[config.mk]
export PLATFORM = sky130hd
export DESIGN_NAME = mem_arbiter_flat
export DESIGN_NICKNAME = d
export VERILOG_FILES = /design/src/rtl/npc_pkg.sv /design/src/rtl/mem_arbiter_if.sv /design/src/rtl/mem_watchdog.sv /design/src/rtl/mem_arbiter.sv /design/src/flat_wrapper.sv
export SDC_FILE = /design/constraint.sdc
export NUM_CORES = 1
export LEC_CHECK = 0
export CORE_MARGIN = 2
export CORE_UTILIZATION = 41
export DETAILED_ROUTE_END_ITERATION = 6
export PLACE_DENSITY = 0.81
export SLEW_MARGIN = 20
export SYNTH_ARGS = -nofsm -noshare
export SYNTH_HDL_FRONTEND = slang
export SYNTH_HIERARCHICAL = 1
export SYNTH_SLANG_ARGS = --single-unit
[constraint.sdc]
create_clock -name clk -period 2.5 [get_ports clk]
set_clock_uncertainty 0.05 [all_clocks]
set_input_delay 0.5 -clock clk [delete_from_list [all_inputs] [get_ports clk]]
set_output_delay 0.5 -clock clk [all_outputs]
set_load 0.01 [all_outputs]
[src/rtl/npc_pkg.sv]
// npc_pkg: shared FSM encoding, owner tags, memop codes and timeout default
package npc_pkg;
  localparam int TIMEOUT_CYC_DEF = 256;
  typedef enum logic [1:0] {IDLE, REQ, WAIT, RESP} arb_state_e;
  typedef enum logic {OWN_IFU, OWN_LSU} owner_e;
  localparam logic [2:0] MEMOP_LB  = 3'b000;
  localparam logic [2:0] MEMOP_LH  = 3'b001;
  localparam logic [2:0] MEMOP_LW  = 3'b010;
  localparam logic [2:0] MEMOP_LBU = 3'b100;
  localparam logic [2:0] MEMOP_LHU = 3'b101;
  localparam logic [2:0] MEMOP_SB  = 3'b000;
  localparam logic [2:0] MEMOP_SH  = 3'b001;
  localparam logic [2:0] MEMOP_SW  = 3'b010;
endpackage

[src/rtl/mem_arbiter_if.sv]
// mem_arbiter_if: fetch, load/store and memory handshakes seen by the arbiter
interface mem_arbiter_if;
  logic        ifu_req_valid;
  logic        ifu_req_ready;
  logic [31:0] ifu_addr;
  logic        ifu_resp_valid;
  logic [31:0] ifu_rdata;
  logic        ifu_err;
  logic        lsu_req_valid;
  logic        lsu_req_ready;
  logic [31:0] lsu_addr;
  logic [31:0] lsu_wdata;
  logic        lsu_wen;
  logic [2:0]  lsu_memop;
  logic        lsu_resp_valid;
  logic [31:0] lsu_rdata;
  logic        lsu_err;
  logic        mem_req_valid;
  logic        mem_req_ready;
  logic [31:0] mem_addr;
  logic [31:0] memdata;
  logic        mem_wen;
  logic [2:0]  memop;
  logic        mem_resp_valid;
  logic [31:0] mem_data;
  modport slave (
    input  ifu_req_valid, ifu_addr, lsu_req_valid, lsu_addr, lsu_wdata, lsu_wen, lsu_memop,
           mem_req_ready, mem_resp_valid, mem_data,
    output ifu_req_ready, ifu_resp_valid, ifu_rdata, ifu_err,
           lsu_req_ready, lsu_resp_valid, lsu_rdata, lsu_err,
           mem_req_valid, mem_addr, memdata, mem_wen, memop
  );
  modport master (
    output ifu_req_valid, ifu_addr, lsu_req_valid, lsu_addr, lsu_wdata, lsu_wen, lsu_memop,
           mem_req_ready, mem_resp_valid, mem_data,
    input  ifu_req_ready, ifu_resp_valid, ifu_rdata, ifu_err,
           lsu_req_ready, lsu_resp_valid, lsu_rdata, lsu_err,
           mem_req_valid, mem_addr, memdata, mem_wen, memop
  );
endinterface

[src/rtl/mem_watchdog.sv]
// mem_watchdog: saturating cycle counter flagging an outstanding access that ran too long
module mem_watchdog
  import npc_pkg::*;
#(
  parameter int TIMEOUT_CYC = TIMEOUT_CYC_DEF
) (
  input  logic clk,
  input  logic rst,
  input  logic clear,
  input  logic enable,
  output logic expired
);
  localparam int W = $clog2(TIMEOUT_CYC) + 1;
  localparam logic [W-1:0] LAST = W'(TIMEOUT_CYC - 1);
  logic [W-1:0] cnt_q, cnt_d;
  always_comb cnt_d = clear ? '0 : (enable && cnt_q != LAST) ? cnt_q + 1'b1 : cnt_q;
  always_ff @(posedge clk) cnt_q <= rst ? '0 : cnt_d;
  assign expired = enable && cnt_q == LAST;
endmodule

[src/rtl/mem_arbiter.sv]
// mem_arbiter: round-robin IFU/LSU arbiter onto one memory port, one access outstanding
module mem_arbiter
  import npc_pkg::*;
#(
  parameter int TIMEOUT_CYC = TIMEOUT_CYC_DEF
) (
  input logic         clk,
  input logic         rst,
  mem_arbiter_if.slave bus
);
  arb_state_e  state_q, state_d;
  owner_e      owner_q, owner_d, last_q, last_d;
  logic [31:0] addr_q, addr_d, wdata_q, wdata_d, rdata_q, rdata_d;
  logic [2:0]  memop_q, memop_d;
  logic        wen_q, wen_d, err_q, err_d;
  logic        idle, grant_ifu, grant_lsu, req_on, resp_on, expired;
  mem_watchdog #(.TIMEOUT_CYC(TIMEOUT_CYC)) u_wdog (
    .clk    (clk),
    .rst    (rst),
    .clear  (state_q == IDLE),
    .enable (state_q == REQ || state_q == WAIT),
    .expired(expired)
  );
  always_comb begin
    idle      = state_q == IDLE && !rst;
    grant_lsu = idle && bus.lsu_req_valid && (!bus.ifu_req_valid || last_q == OWN_IFU);
    grant_ifu = idle && bus.ifu_req_valid && !grant_lsu;
    state_d   = state_q;
    owner_d   = owner_q;
    last_d    = last_q;
    addr_d    = addr_q;
    wdata_d   = wdata_q;
    wen_d     = wen_q;
    memop_d   = memop_q;
    rdata_d   = rdata_q;
    err_d     = err_q;
    case (state_q)
      IDLE: if (grant_ifu || grant_lsu) begin
        state_d = REQ;
        owner_d = grant_lsu ? OWN_LSU : OWN_IFU;
        last_d  = grant_lsu ? OWN_LSU : OWN_IFU;
        addr_d  = grant_lsu ? bus.lsu_addr : bus.ifu_addr;
        wdata_d = grant_lsu ? bus.lsu_wdata : '0;
        wen_d   = grant_lsu && bus.lsu_wen;
        memop_d = grant_lsu ? bus.lsu_memop : MEMOP_LW;
      end
      REQ: if (bus.mem_req_ready) state_d = WAIT;
        else if (expired) begin
          state_d = RESP;
          rdata_d = '0;
          err_d   = 1'b1;
        end
      WAIT: if (bus.mem_resp_valid) begin
          state_d = RESP;
          rdata_d = wen_q ? '0 : bus.mem_data;
          err_d   = 1'b0;
        end else if (expired) begin
          state_d = RESP;
          rdata_d = '0;
          err_d   = 1'b1;
        end
      RESP: state_d = IDLE;
    endcase
  end
  always_ff @(posedge clk) begin
    if (rst) begin
      state_q <= IDLE;
      owner_q <= OWN_IFU;
      last_q  <= OWN_IFU;
      addr_q  <= '0;
      wdata_q <= '0;
      wen_q   <= 1'b0;
      memop_q <= '0;
      rdata_q <= '0;
      err_q   <= 1'b0;
    end else begin
      state_q <= state_d;
      owner_q <= owner_d;
      last_q  <= last_d;
      addr_q  <= addr_d;
      wdata_q <= wdata_d;
      wen_q   <= wen_d;
      memop_q <= memop_d;
      rdata_q <= rdata_d;
      err_q   <= err_d;
    end
  end
  // outputs are gated so that reset and non-pulsing cycles present all zeros
  assign req_on             = state_q == REQ && !rst;
  assign resp_on            = state_q == RESP && !rst;
  assign bus.ifu_req_ready  = grant_ifu;
  assign bus.lsu_req_ready  = grant_lsu;
  assign bus.mem_req_valid  = req_on;
  assign bus.mem_addr       = req_on ? addr_q : '0;
  assign bus.memdata        = req_on ? wdata_q : '0;
  assign bus.mem_wen        = req_on && wen_q;
  assign bus.memop          = req_on ? memop_q : '0;
  assign bus.ifu_resp_valid = resp_on && owner_q == OWN_IFU;
  assign bus.ifu_rdata      = bus.ifu_resp_valid ? rdata_q : '0;
  assign bus.ifu_err        = bus.ifu_resp_valid && err_q;
  assign bus.lsu_resp_valid = resp_on && owner_q == OWN_LSU;
  assign bus.lsu_rdata      = bus.lsu_resp_valid ? rdata_q : '0;
  assign bus.lsu_err        = bus.lsu_resp_valid && err_q;
endmodule

[src/flat_wrapper.sv]
// flat-port wrapper written by rule: the top's interface ports become plain ports
module mem_arbiter_flat import npc_pkg::*;
#(
  parameter int TIMEOUT_CYC = TIMEOUT_CYC_DEF
)
  (clk, rst, bus_ifu_req_valid, bus_ifu_addr, bus_lsu_req_valid, bus_lsu_addr, bus_lsu_wdata, bus_lsu_wen, bus_lsu_memop, bus_mem_req_ready, bus_mem_resp_valid, bus_mem_data, bus_ifu_req_ready, bus_ifu_resp_valid, bus_ifu_rdata, bus_ifu_err, bus_lsu_req_ready, bus_lsu_resp_valid, bus_lsu_rdata, bus_lsu_err, bus_mem_req_valid, bus_mem_addr, bus_memdata, bus_mem_wen, bus_memop);
  mem_arbiter_if bus_i ();
  input logic clk;
  input logic rst;
  input wire logic [$bits(bus_i.ifu_req_valid)-1:0] bus_ifu_req_valid;
  input wire logic [$bits(bus_i.ifu_addr)-1:0] bus_ifu_addr;
  input wire logic [$bits(bus_i.lsu_req_valid)-1:0] bus_lsu_req_valid;
  input wire logic [$bits(bus_i.lsu_addr)-1:0] bus_lsu_addr;
  input wire logic [$bits(bus_i.lsu_wdata)-1:0] bus_lsu_wdata;
  input wire logic [$bits(bus_i.lsu_wen)-1:0] bus_lsu_wen;
  input wire logic [$bits(bus_i.lsu_memop)-1:0] bus_lsu_memop;
  input wire logic [$bits(bus_i.mem_req_ready)-1:0] bus_mem_req_ready;
  input wire logic [$bits(bus_i.mem_resp_valid)-1:0] bus_mem_resp_valid;
  input wire logic [$bits(bus_i.mem_data)-1:0] bus_mem_data;
  output wire logic [$bits(bus_i.ifu_req_ready)-1:0] bus_ifu_req_ready;
  output wire logic [$bits(bus_i.ifu_resp_valid)-1:0] bus_ifu_resp_valid;
  output wire logic [$bits(bus_i.ifu_rdata)-1:0] bus_ifu_rdata;
  output wire logic [$bits(bus_i.ifu_err)-1:0] bus_ifu_err;
  output wire logic [$bits(bus_i.lsu_req_ready)-1:0] bus_lsu_req_ready;
  output wire logic [$bits(bus_i.lsu_resp_valid)-1:0] bus_lsu_resp_valid;
  output wire logic [$bits(bus_i.lsu_rdata)-1:0] bus_lsu_rdata;
  output wire logic [$bits(bus_i.lsu_err)-1:0] bus_lsu_err;
  output wire logic [$bits(bus_i.mem_req_valid)-1:0] bus_mem_req_valid;
  output wire logic [$bits(bus_i.mem_addr)-1:0] bus_mem_addr;
  output wire logic [$bits(bus_i.memdata)-1:0] bus_memdata;
  output wire logic [$bits(bus_i.mem_wen)-1:0] bus_mem_wen;
  output wire logic [$bits(bus_i.memop)-1:0] bus_memop;
  assign bus_i.ifu_req_valid = bus_ifu_req_valid;
  assign bus_i.ifu_addr = bus_ifu_addr;
  assign bus_i.lsu_req_valid = bus_lsu_req_valid;
  assign bus_i.lsu_addr = bus_lsu_addr;
  assign bus_i.lsu_wdata = bus_lsu_wdata;
  assign bus_i.lsu_wen = bus_lsu_wen;
  assign bus_i.lsu_memop = bus_lsu_memop;
  assign bus_i.mem_req_ready = bus_mem_req_ready;
  assign bus_i.mem_resp_valid = bus_mem_resp_valid;
  assign bus_i.mem_data = bus_mem_data;
  assign bus_ifu_req_ready = bus_i.ifu_req_ready;
  assign bus_ifu_resp_valid = bus_i.ifu_resp_valid;
  assign bus_ifu_rdata = bus_i.ifu_rdata;
  assign bus_ifu_err = bus_i.ifu_err;
  assign bus_lsu_req_ready = bus_i.lsu_req_ready;
  assign bus_lsu_resp_valid = bus_i.lsu_resp_valid;
  assign bus_lsu_rdata = bus_i.lsu_rdata;
  assign bus_lsu_err = bus_i.lsu_err;
  assign bus_mem_req_valid = bus_i.mem_req_valid;
  assign bus_mem_addr = bus_i.mem_addr;
  assign bus_memdata = bus_i.memdata;
  assign bus_mem_wen = bus_i.mem_wen;
  assign bus_memop = bus_i.memop;
  mem_arbiter #(.TIMEOUT_CYC(TIMEOUT_CYC)) u_core (.clk(clk), .rst(rst), .bus(bus_i));
endmodule
==> key figures <==
STA
  • WHS: 0.406 ns
  • Hold Violations, Final: 0
  • Rel. slew slack: 0.591
  • Minimum clock period: 2.44 ns
  • Setup violations, final: 0
  • Pins Over Slew Limit: 0
  • Fin crit share: 0.975
  • Fmax achieved: 0.410 GHz
  • Worst slew pin tran: 0.613 ns

Placement
  • PortBufs: 276
  • Dpl hpwl: 12500 um
  • Placed Instance Area: 8610 um^2
  • GPL Wtd Cong: 0.844

Finish
  • Post-Layout Inst Area: 9390 um^2
  • N_diodes: 0
  • Area grow syn2layout: 67.5%
  • Final #Nets: 1096
  • Fillers: 1086
  • Share of layout cells above drive strength 1: 0.123

Die
  • Initial Utilization: 0.422
  • Ports: 277
  • Core area: 13300 um^2
  • FP Rows: 42
  • DIE AREA: 14600 um^2
  • Die Wd: 121 um
  • Die height: 121 um

Clock tree
  • Clock sinks: 113
  • CTS tree: done
  • Clock Latency Late Sink: 0.40 ns
  • Total CTS buffers: 17
  • H-tree levels: 4
  • Clk root buf: clkbuf_16
  • Hold_buf cts: 0
  • Clock Pin Slew Worst Setup and Hold Paths: 0.05 ns
  • CTS max path bufs: 2

Pwr
  • Leakage: 4.54 nW
  • P_int: 4.38 mW
  • Share of total power in the clock network: 0.471
  • Logic gate share of total power: 0.183
  • NetSw: 1.41 mW
  • Worst vdd ir: 0.507 mV
  • Switch share: 0.243
  • Share of total power in sequential cells: 0.345
  • Pwr Density: 617 nW/um^2

Yosys
  • Main combinational cell family by area after synthesis: simple AND/OR/NAND/NOR gates
  • Simple-gate share of the synthesized area: 0.423
  • Synth area leader: dfxtp_1
  • Syn avg cell area: 8.28 um^2
  • Most common cell in the netlist: and2_1
  • Main synth FF type: dfxtp_1
  • Asr flop ratio synth: 0
  • Mux share of post-synthesis cell area: 0.00179
  • Syn Std Cell Area: 5600 um^2
  • EDFF count, synth: 0
  • Mapped Nets: 822
  • Commonest cells post-synth: and2_1 (137), dfxtp_1 (113), nor2_1 (107)
  • Warnings from Yosys: 6
  • Area share of the largest cell type after synthesis: 0.404
  • Xor and xnor area share after synthesis: 0.00313
  • Dominant cells by area after synthesis: dfxtp_1 (40%), and2_1 (15%), nor2_1 (7.2%), nor4_2 (6.7%), a22oi_1 (4.7%)
  • Post-Synth Adder-Cell Area: 0.0156
  • Synth unique cells: 45
  • Cells after Synth: 677
  • Synth Area in Compound Gates: 0.100
  • Sequential area share after synthesis: 0.404
  • Number of synthesized register bits: 113

Status
  • Status: finished, final reports clean

Detailed routing
  • Vias per std cell: 5.03
  • Initial DRC Count: 376
  • Vias: 5739
  • DRC viols: 0
  • Antenna viol nets, final: 0
  • Final wirelength: 18400 um
  • Pre-antenna DRT Iters: 4
  • Routed len/inst: 16.1 um

Global route
  • Total GRT Usage: 0.249
  • Vias in the first global route: 5692
  • Initial antenna violation count: 0
  • Largest net degree at the start of global routing: 54
  • Total grt overflow: 0
  • Global-route wire length before repair: 28800 um

Worst setup path
  • Startpoint Class: register
  • Crit-path cells: inv_2, ha_2, and2b_4, buf_4, buf_16, and2_1, dlygate4sd2_1
  • Critical Path Sink Type: primary output
  • Slowest cell on crit path: dfxtp_2
  • Slowest cell delay on critical path: 0.33 ns
  • Worst EP required: 1.95 ns
  • Crit Path Class: register to primary output
  • Critical path peak fanout: 11
  • CP arrival: 1.89 ns
  • Worst R2R Setup Slack: 0.35 ns

Run
  • Max Cap Viol: 0

Hold path
  • Hold Crit Class: register to register
layout by cell type (no fill, tap or decap), types with 3 or more instances in the layout:
cell             instances
and2_1                 137
clkdlybuf4s50_1        136
dfxtp_1                111
nor2_1                 107
dlygate4sd2_1           80
a21oi_1                 41
nand2_1                 38
dlymetal6s2s_1          36
a22oi_1                 35
nand3b_1                33
nor3_1                  33
nor4_2                  30
buf_4                   25
clkbuf_16               17
clkdlybuf4s15_1         17
buf_12                   7
bufinv_16                6
clkbuf_2                 6
ha_1                     5
clkinv_2                 4
nand3_1                  4
inv_2                    3
or3_1                    3
inv_1                    3
o21ai_0                  3
final timing paths:
check,to,cells past startpoint,start
worst min-delay path,u_core/rdata_q[2]$_SDFFE_PP0P_,2,u_core/rdata_q[2]$_SDFFE_PP0P_
worst min register to register,u_core/rdata_q[2]$_SDFFE_PP0P_,2,u_core/rdata_q[2]$_SDFFE_PP0P_
worst max register to register,u_core/addr_q[30]$_SDFFE_PP0P_,10,u_core/state_q[0]$_SDFFE_PP0P_
worst max-delay path,bus_mem_addr[16],7,u_core/state_q[1]$_SDFFE_PP0P_
layer usage:
layer  vias up  wire [um]  track usage
met4         0        468       0.0988
met1      2665       7480        0.294
li1       2835          -            -
met5         -          0            0
met2       209       8970        0.423
met3        30       1440       0.0738
power groups by stage:
stage | clock, mW | sequential (mW) | combinational, mW
floorplan | 0 | 2.00 | 0.558
global placement | 0 | 2.03 | 0.981
detailed placement | 0 | 2.03 | 0.994
CTS | 2.77 | 1.99 | 1.05
global route | 2.86 | 2.01 | 1.15
finish | 2.73 | 2.00 | 1.06
flip-flops by register name, summed over array words and instances (netlist names):
register and cells:
u_core/rdata_q 32, u_core/last_q 1, u_core/wdata_q 32, u_core/wen_q 1, u_core/state_q 2, u_core/u_wdog/cnt_q 9, u_core/err_q 1, u_core/memop_q 3
u_core/addr_q 32
cell type report:
cell class,count,area [um^2],area share
multi-input cells,502,3090,0.329
repair buffers,311,3120,0.333
clock buffers,21,460,0.0491
inverters,6,22.5,0.00240
clock inverters,11,208,0.0221
well taps,176,220,0.0235
flip-flops and latches,113,2260,0.241
cells by family after synthesis:
family,Yosys count
DFF,113
buffers and inverters,62
muxes,1
adders and majority gates,7
xor gates and xnor gates,2
AOI/OAI and AO/OA,89
and+or+nand+nor,403
through the flow:
step / TNS, ns / worst slack (ns) / total power [mW] / instances / util
5_1_grt: -0.0230 / -0.0140 / 6.02 / 1140 / 0.706
2_1_floorplan: 0 / 0.504 / 2.56 / 677 / -
4_1_cts: -6.02 / -0.253 / 5.81 / 1139 / 0.698
3_5_place_dp: 0 / 0.0506 / 3.02 / 1100 / 0.647
3_3_place_gp: 0 / 0.0789 / 3.01 / 1100 / 0.647
6_report: 0 / 0.0615 / 5.79 / 1140 / 0.706
critical path, delay by kind of cell (launching register included):
kind | cells | cell delay [ns]
adder cells (fa/ha/maj) | 1 | 0.18
AND/OR/NAND/NOR | 2 | 0.35
flip-flops | 1 | 0.33
buffers and inverters | 4 | 0.63
what timing repair did:
| item | CTS | global route |
|---|---|---|
| gates resized for setup | 114 | 70 |
| gates cloned | 2 | 0 |
| setup endpoints to repair | 138 | 75 |
| buffers inserted | 5 | 1 |
(Power assumes the default switching activity.)
